**src/rtl/psg_mix_engine.sv**
```systemverilog
// Shared PSG clock-enable divider, per-core A/B/C channel demux and a sequential
// mixer that emits a bit-replicated full-scale sample with a valid strobe.
module psg_mix_engine #(
   parameter int unsigned NUM_PSG  = 2,
   parameter int unsigned SAMPLE_W = 8,
   parameter int unsigned OUT_W    = 16,
   parameter int unsigned DIV_W    = 4,
   localparam int unsigned NCH     = 3 * NUM_PSG,
   localparam int unsigned IDX_W   = $clog2(NCH),
   localparam int unsigned SUM_W   = SAMPLE_W + IDX_W
) (
   input  logic                          MCLK,
   input  logic                          RESET_L,
   input  logic [DIV_W-1:0]              DIV,
   output logic                          ENA,
   input  logic [NUM_PSG*SAMPLE_W-1:0]   AUDIO_IN,
   input  logic [NUM_PSG*2-1:0]          CHAN_IN,
   input  logic [NCH-1:0]                MUTE,
   output logic [OUT_W-1:0]              SNDO,
   output logic                          SVALID,
   output logic                          OVERRUN
);

   typedef enum logic [1:0] {StIdle, StSum, StOut} state_e;

   state_e                state_q, state_d;
   logic [DIV_W-1:0]      cnt_q, cnt_d;
   logic                  ena_q, ena_d;
   logic [SAMPLE_W-1:0]   lat_q  [NCH];
   logic [SAMPLE_W-1:0]   lat_d  [NCH];
   logic [SAMPLE_W-1:0]   snap_q [NCH];
   logic [SAMPLE_W-1:0]   snap_d [NCH];
   logic [NCH-1:0]        smute_q, smute_d;
   logic [SUM_W-1:0]      acc_q, acc_d;
   logic [IDX_W-1:0]      idx_q, idx_d;
   logic [OUT_W-1:0]      sndo_q, sndo_d;
   logic                  svalid_q, svalid_d;
   logic                  ovr_q, ovr_d;
   logic [OUT_W-1:0]      scaled;

   // Divider: a DIV below the current count lets cnt run on to its natural wrap.
   always_comb begin
      cnt_d = (cnt_q == DIV) ? '0 : cnt_q + DIV_W'(1);
      ena_d = (cnt_q == '0);
   end

   always_comb begin
      lat_d = lat_q;
      for (int k = 0; k < int'(NUM_PSG); k++) begin
         case (CHAN_IN[2*k +: 2])
            2'd0:    lat_d[3*k]     = AUDIO_IN[k*SAMPLE_W +: SAMPLE_W];
            2'd1:    lat_d[3*k + 1] = AUDIO_IN[k*SAMPLE_W +: SAMPLE_W];
            2'd2:    lat_d[3*k + 2] = AUDIO_IN[k*SAMPLE_W +: SAMPLE_W];
            default: ;
         endcase
      end
   end

   // Fill the low bits by repeating acc from its MSB down, so full scale maps to all-ones.
   always_comb begin
      scaled = '0;
      for (int i = 0; i < int'(OUT_W); i++) begin
         scaled[int'(OUT_W) - 1 - i] = acc_q[int'(SUM_W) - 1 - (i % int'(SUM_W))];
      end
   end

   always_comb begin
      state_d  = state_q;
      snap_d   = snap_q;
      smute_d  = smute_q;
      acc_d    = acc_q;
      idx_d    = idx_q;
      sndo_d   = sndo_q;
      svalid_d = 1'b0;
      ovr_d    = ovr_q;
      case (state_q)
         StIdle: begin
            if (ena_q) begin
               snap_d  = lat_q;
               smute_d = MUTE;
               acc_d   = '0;
               idx_d   = '0;
               state_d = StSum;
            end
         end
         StSum: begin
            if (!smute_q[idx_q]) begin
               acc_d = acc_q + SUM_W'(snap_q[idx_q]);
            end
            idx_d = idx_q + IDX_W'(1);
            if (idx_q == IDX_W'(NCH - 1)) begin
               state_d = StOut;
            end
            if (ena_q) begin
               ovr_d = 1'b1;
            end
         end
         StOut: begin
            sndo_d   = scaled;
            svalid_d = 1'b1;
            state_d  = StIdle;
            if (ena_q) begin
               ovr_d = 1'b1;
            end
         end
         default: state_d = StIdle;
      endcase
   end

   always_ff @(posedge MCLK or negedge RESET_L) begin
      if (!RESET_L) begin
         state_q  <= StIdle;
         cnt_q    <= '0;
         ena_q    <= 1'b0;
         lat_q    <= '{default: '0};
         snap_q   <= '{default: '0};
         smute_q  <= '0;
         acc_q    <= '0;
         idx_q    <= '0;
         sndo_q   <= '0;
         svalid_q <= 1'b0;
         ovr_q    <= 1'b0;
      end else begin
         state_q  <= state_d;
         cnt_q    <= cnt_d;
         ena_q    <= ena_d;
         lat_q    <= lat_d;
         snap_q   <= snap_d;
         smute_q  <= smute_d;
         acc_q    <= acc_d;
         idx_q    <= idx_d;
         sndo_q   <= sndo_d;
         svalid_q <= svalid_d;
         ovr_q    <= ovr_d;
      end
   end

   assign ENA     = ena_q;
   assign SNDO    = sndo_q;
   assign SVALID  = svalid_q;
   assign OVERRUN = ovr_q;

endmodule

```
**config.mk**
```make
export PLATFORM = sky130hd
export DESIGN_NAME = psg_mix_engine
export DESIGN_NICKNAME = d
export VERILOG_FILES = /design/src/rtl/psg_mix_engine.sv
export SDC_FILE = /design/constraint.sdc
export NUM_CORES = 1
export LEC_CHECK = 0
export CORE_MARGIN = 2
export CORE_UTILIZATION = 55
export DETAILED_ROUTE_END_ITERATION = 16
export PLACE_DENSITY = 0.78
export RECOVER_POWER = 25
export SLEW_MARGIN = 20
export SYNTH_ARGS = -nofsm -noshare
export SYNTH_HDL_FRONTEND = slang
export SYNTH_SLANG_ARGS = --single-unit
```
**constraint.sdc**
```tcl
create_clock -name MCLK -period 7.3 [get_ports MCLK]
set_input_delay 1.095 -clock MCLK [delete_from_list [all_inputs] [get_ports MCLK]]
set_output_delay 1.095 -clock MCLK [all_outputs]
set_load 0.1 [all_outputs]
```
-- Word level (Yosys, flattened, before mapping)
Index checks and enable logic that the tools add are counted.
- flip-flop bits (word level): 141
- input port bits: 32
- logic and storage cells: 64
- add/subtract/negate cells: 3
- magnitude comparators: 2
- eq/ne operators: 11
- multiplexer cells: 15
- bitwise logic cells: 1
- reductions and logical operators: 11
- operator list (operator ; number):
    $bmux W8 S3 ; 1
    $mux W11 ; 2
    $pmux W11 S2 ; 1
    $mux W8 ; 2
    $add A11 B8 Y11 ; 1
    $reduce_and A2 Y1 ; 4
    $eq A2 B1 Y1 const B ; 3
    $eq A2 B2 Y1 const B ; 3
    $logic_not A2 Y1 ; 3
    $ne A2 B2 Y1 const B ; 3
    $pmux W3 S2 ; 1
    $add A4 B1 Y4 const B ; 1
    $eq A4 B4 Y1 ; 1
    $ge A4 B4 Y1 const B ; 1
    $logic_not A4 Y1 ; 1
    $lt A3 B4 Y1 const B ; 1
    $mux W2 ; 2
    $mux W4 ; 1
    $not A3 Y4 ; 1
    $pmux W2 S2 ; 1
    $add A3 B1 Y3 const B ; 1
    $bmux W1 S3 ; 1
    $eq A3 B3 Y1 const B ; 1
    $mux W3 ; 1
    4 further kinds ; 5

-- Longest topological paths before layout
- depth in word-level cells: 7
- gate-level depth with buffers: 10

-- Least setup slack after synthesis
No wires, ideal clock.
- kind: reg2reg
- start: register idx_q[0]
- end: register acc_q[7]
- arrival: 2845 ps
- required time: 7178 ps
- setup slack: 4333 ps
- cell stages (with the launch flop): 11
- buffers on the path: 2
- clock period less this slack: 2967 ps
- cell sequence: dfrtp_1 > buf_2 > clkbuf_1 > mux2i_1 > o21ai_0 > ha_1 > a21o_1 > a21o_1 > o211a_1 > or3_1 > a32o_1
- cells in the longest elaborated chain, start to end: 7
- ends and longest elaborated chain (what ; RTL line ; text):
    start: declaration ; 35 ; logic [IDX_W-1:0] idx_q, idx_d;
    start signal: assignment ; 131 ; idx_q <= idx_d;
    $not A3 Y4 (not written as such) ; 88 ; acc_d = acc_q + SUM_W'(snap_q[idx_q]);
    $bmux W8 S3 ; 88 ;
    $mux W8 (not written as such) (2 in series) ; 88 ;
    $add A11 B8 Y11 ; 88 ;
    $mux W11 ; 87 ; if (!smute_q[idx_q]) begin
    $pmux W11 S2 ; 76 ; case (state_q)
    end signal: assignment ; 118 ; acc_q <= '0;
    end signal: assignment ; 130 ; acc_q <= acc_d;
    end: declaration ; 34 ; logic [SUM_W-1:0] acc_q, acc_d;
Several ways; a longest one is shown, not always the timed one. The select of a mux whose other input is x is not followed.
A chain may end at the register's enable or synchronous reset.

-- Worst setup path after layout
- start: register ena_q, in the netlist ENA
- end: output ENA
- RTL lines (what ; RTL line ; text):
    start: declaration ; 28 ; logic ena_q, ena_d;
    start signal: assignment ; 126 ; ena_q <= ena_d;
    end: declaration ; 15 ; output logic ENA,
No word-level cell between the ends.

==> results by group <==
Outcome
  • Status: finished with violations
  • Failing checks: max-capacitance violations, max-slew violations

Setup path
  • Critical path origin: ENA
  • Top Family by Delay on Critical Path: buffers and inverters
  • Crit path DAT: approximately 2100 ps
  • CP Cell Sequence: clkdlybuf4s50_1
  • Worst r2r src: idx_q[0]
  • Setup CP Type: reg2out
  • Crit path max fanout: 5
  • CP Data Required Time: 6200 ps
  • CP peak stage delay: 1160 ps
  • CP endpoint kind: primary output
  • Slowest CP cell: clkdlybuf4s50_1
  • Startpoint Class: flop
  • Depth of the worst register-to-register path: 10
  • CP Buf/Inv Count: 1
  • WP depth: 1

Route
  • Via count: roughly 3,500
  • WL per Instance: approximately 17 um
  • Via/cell ratio: around 5.6
  • Residual DRC: 0
  • Antenna Violating Nets Remaining: 0
  • Drt first-iter violations: 167
  • Final wirelength: 10,400 um
  • DR pass1 iterations: 4

Global routing
  • Largest net degree at the start of global routing: 90
  • Total GRT Usage: about a fifth
  • First-pass GRT wire length: 17,800 um
  • Global route total overflow: 0
  • Vias in the first global route: 3,643
  • Initial antenna violation count: 0

Run
  • Number of max-cap violations: 1

Timing
  • Max-slew violation count: between 40 and 50
  • Max Freq: ~310 MHz
  • Post-Route Skew: approximately 6.4 ps
  • Setup total negative slack: 0 ps
  • Setup Viol. Count Final: 0
  • Worst-margin pin slew: 2430 ps
  • Final hold vios: 0
  • Fin crit share: 43.8%
  • Period minus WS final: between 3000 and 4000 ps
  • RSZ-0062 raised after global routing: no
  • Headroom to the max-slew limit: -61.9%

Clocking
  • TritonCTS clock tree: yes
  • CTS resizes: 0
  • CTS buffer count: 17
  • CTS sink count: 136
  • CTS root buf: clkbuf_8
  • Number of H-tree levels: 4
  • Cts hold-fix bufs: 0
  • CTS Buffer Depth: 2
  • Post CTS Setup Buffer Count: 0
  • Clk Latency, worst-skew pair: 520 ps
  • Clock transition at path regs: roughly 60 ps

Synth
  • Net Count, Synth: ~470
  • Most used DFF post-synth: dfrtp_1
  • Yosys warns: 0
  • Top cell type's share of synthesized area: roughly 57%
  • Synth cell types: 35
  • Asr flop ratio synth: between 90% and 100%
  • Mapped Area: between 5000 and 6000 um^2
  • Synth top area cells: dfrtp_1 57%, mux2_2 21%, mux4_2 3.4%
  • Count leader, synth: dfrtp_1
  • Post-synth EDFFs: 0
  • Syn Inst Count: about 420
  • Yosys reg bits: 136
  • Seq/Total Area, Yosys: 57.1%
  • Mean area per synthesized cell: ~14 um^2
  • Largest area contributor in the netlist: dfrtp_1
  • Top post-synthesis cells by count: 136 x dfrtp_1, 113 x mux2_2, 17 x clkbuf_1

Die
  • Core ar.: approximately 11,000 um^2
  • Site row count: 38
  • Initial Util: between 50% and 60%
  • Die area: ~12,000 um^2
  • Die height: between 100 and 150 um
  • I/O pin count: 51
  • Die width: between 100 and 150 um

Power and ir drop
  • Gate power share: 34.1%
  • Max IR drop VDD: 0.204 mV
  • Leakage: about 3.2 nW
  • Flop pwr share: between 30% and 40%
  • Net Sw Power: a little under 1 mW
  • Sw Ratio: between 30% and 40%
  • P_int: 2.01 mW
  • Clock power share: a little over a quarter
  • P per Cell Area: roughly 420 nW/um^2

Finish
  • Nets: 516
  • Share of cells above drive strength 1: between 30% and 40%
  • Non-Filler Instances: between 600 and 700
  • Area Overhead vs Synth: 19.5%
  • ANT cells: 0

Min path
  • Worst Hold Class: reg2reg
  • Worst Hold Depth: 1
  • Hold_sp: OVERRUN

Placement
  • Routability congestion estimate: 0.882
  • Count of input and output buffers: 50
  • Post-placement cell count: roughly 590
  • Hpwl dp: around 7000 um
[worst paths after layout]
kind                            slack (ps)         to
worst max-delay path                  4100        ENA
worst min-delay path                   460    OVERRUN
worst max register to register        4190   acc_q[7]
worst min register to register         460    OVERRUN
max in group asynchronous             4260  snap_q[3]
min in group asynchronous             1320  lat_q[38]
[power groups by stage]
stage | clock, mW | sequential [mW] | combinational (mW)
6_report | 0.811 | 1.17 | 1.02
5_1_grt | 0.864 | 1.20 | 1.12
4_1_cts | 0.823 | 1.17 | 1.03
2_1_floorplan | 0 | 1.19 | 0.747
3_5_place_dp | 0 | 1.18 | 1.01
3_3_place_gp | 0 | 1.17 | 0.970
[metal layers]
metal	track usage, %	wire length [um]	vias up
li1	-	-	1617
met5	0	0	-
met3	5.55	425	12
met4	7.05	118	0
met2	32.7	5190	75
met1	26.0	4670	1783
[registers in the layout, summed over array words and instances, names as in the netlist]
register,cells
smute_q,6
SVALID,1
snap_q,48
OVERRUN,1
cnt_q,4
acc_q,11
lat_q,48
idx_q,3
SNDO,11
state_q,2
ENA,1
[metrics by stage]
step / hold WS (ps) / instance area, um^2 / setup slack, ps / power, mW / util, %
after floorplan: 466 / 5960 / 4330 / 1.94 / -
final: 461 / 7120 / 4100 / 3.00 / 66.6
after global placement: 444 / 6550 / 4280 / 2.14 / 61.2
after CTS: 465 / 7120 / 4050 / 3.02 / 66.6
after global routing: 488 / 7120 / 3750 / 3.19 / 66.6
after detailed placement: 455 / 6550 / 4200 / 2.19 / 61.2
[logic make-up (layout without fill, tap and decap cells)]
group | after synthesis | after routing | share of synthesized area, %
flip-flops | 136 | 136 | 57.1
multiplexers | 132 | 132 | 26.4
AO/OA/AOI/OAI | 50 | 50 | 5.58
AND/OR/NAND/NOR | 42 | 42 | 3.42
buffers and inverters | 32 | 94 | 2.35
adder cells (fa/ha/maj) | 16 | 16 | 3.49
XOR/XNOR | 11 | 11 | 1.62
[final cells by class]
type | count | area (um^2)
Fill cell | 795 | 3580
Sequential cell | 136 | 3400
Multi-Input combinational cell | 251 | 2420
Timing Repair Buffer | 53 | 520
Clock buffer | 20 | 445
Tap cell | 140 | 175
Clock inverter | 12 | 126
Inverter | 9 | 33.8
[layout by cell type (no fill, tap or decap), types with 2 or more instances in the layout]
cell type	count
xor2_1	8
clkbuf_1	2
clkbuf_16	16
a21oi_1	9
nor2_1	9
clkdlybuf4s50_1	49
o21ai_0	15
clkinvlp_4	5
xnor2_1	3
nor2b_1	4
nand2_1	15
nand2b_1	3
a22o_1	8
clkbuf_8	3
clkinv_2	4
mux2_2	113
a31oi_1	2
mux4_2	9
ha_1	15
a211oi_1	2
a31o_2	2
or2_2	2
or3_1	2
mux2i_1	10
bufinv_16	2
dfrtp_1	136
a21o_1	7
inv_1	9
nand3_1	3
buf_4	2
(Power assumes the default switching activity.)
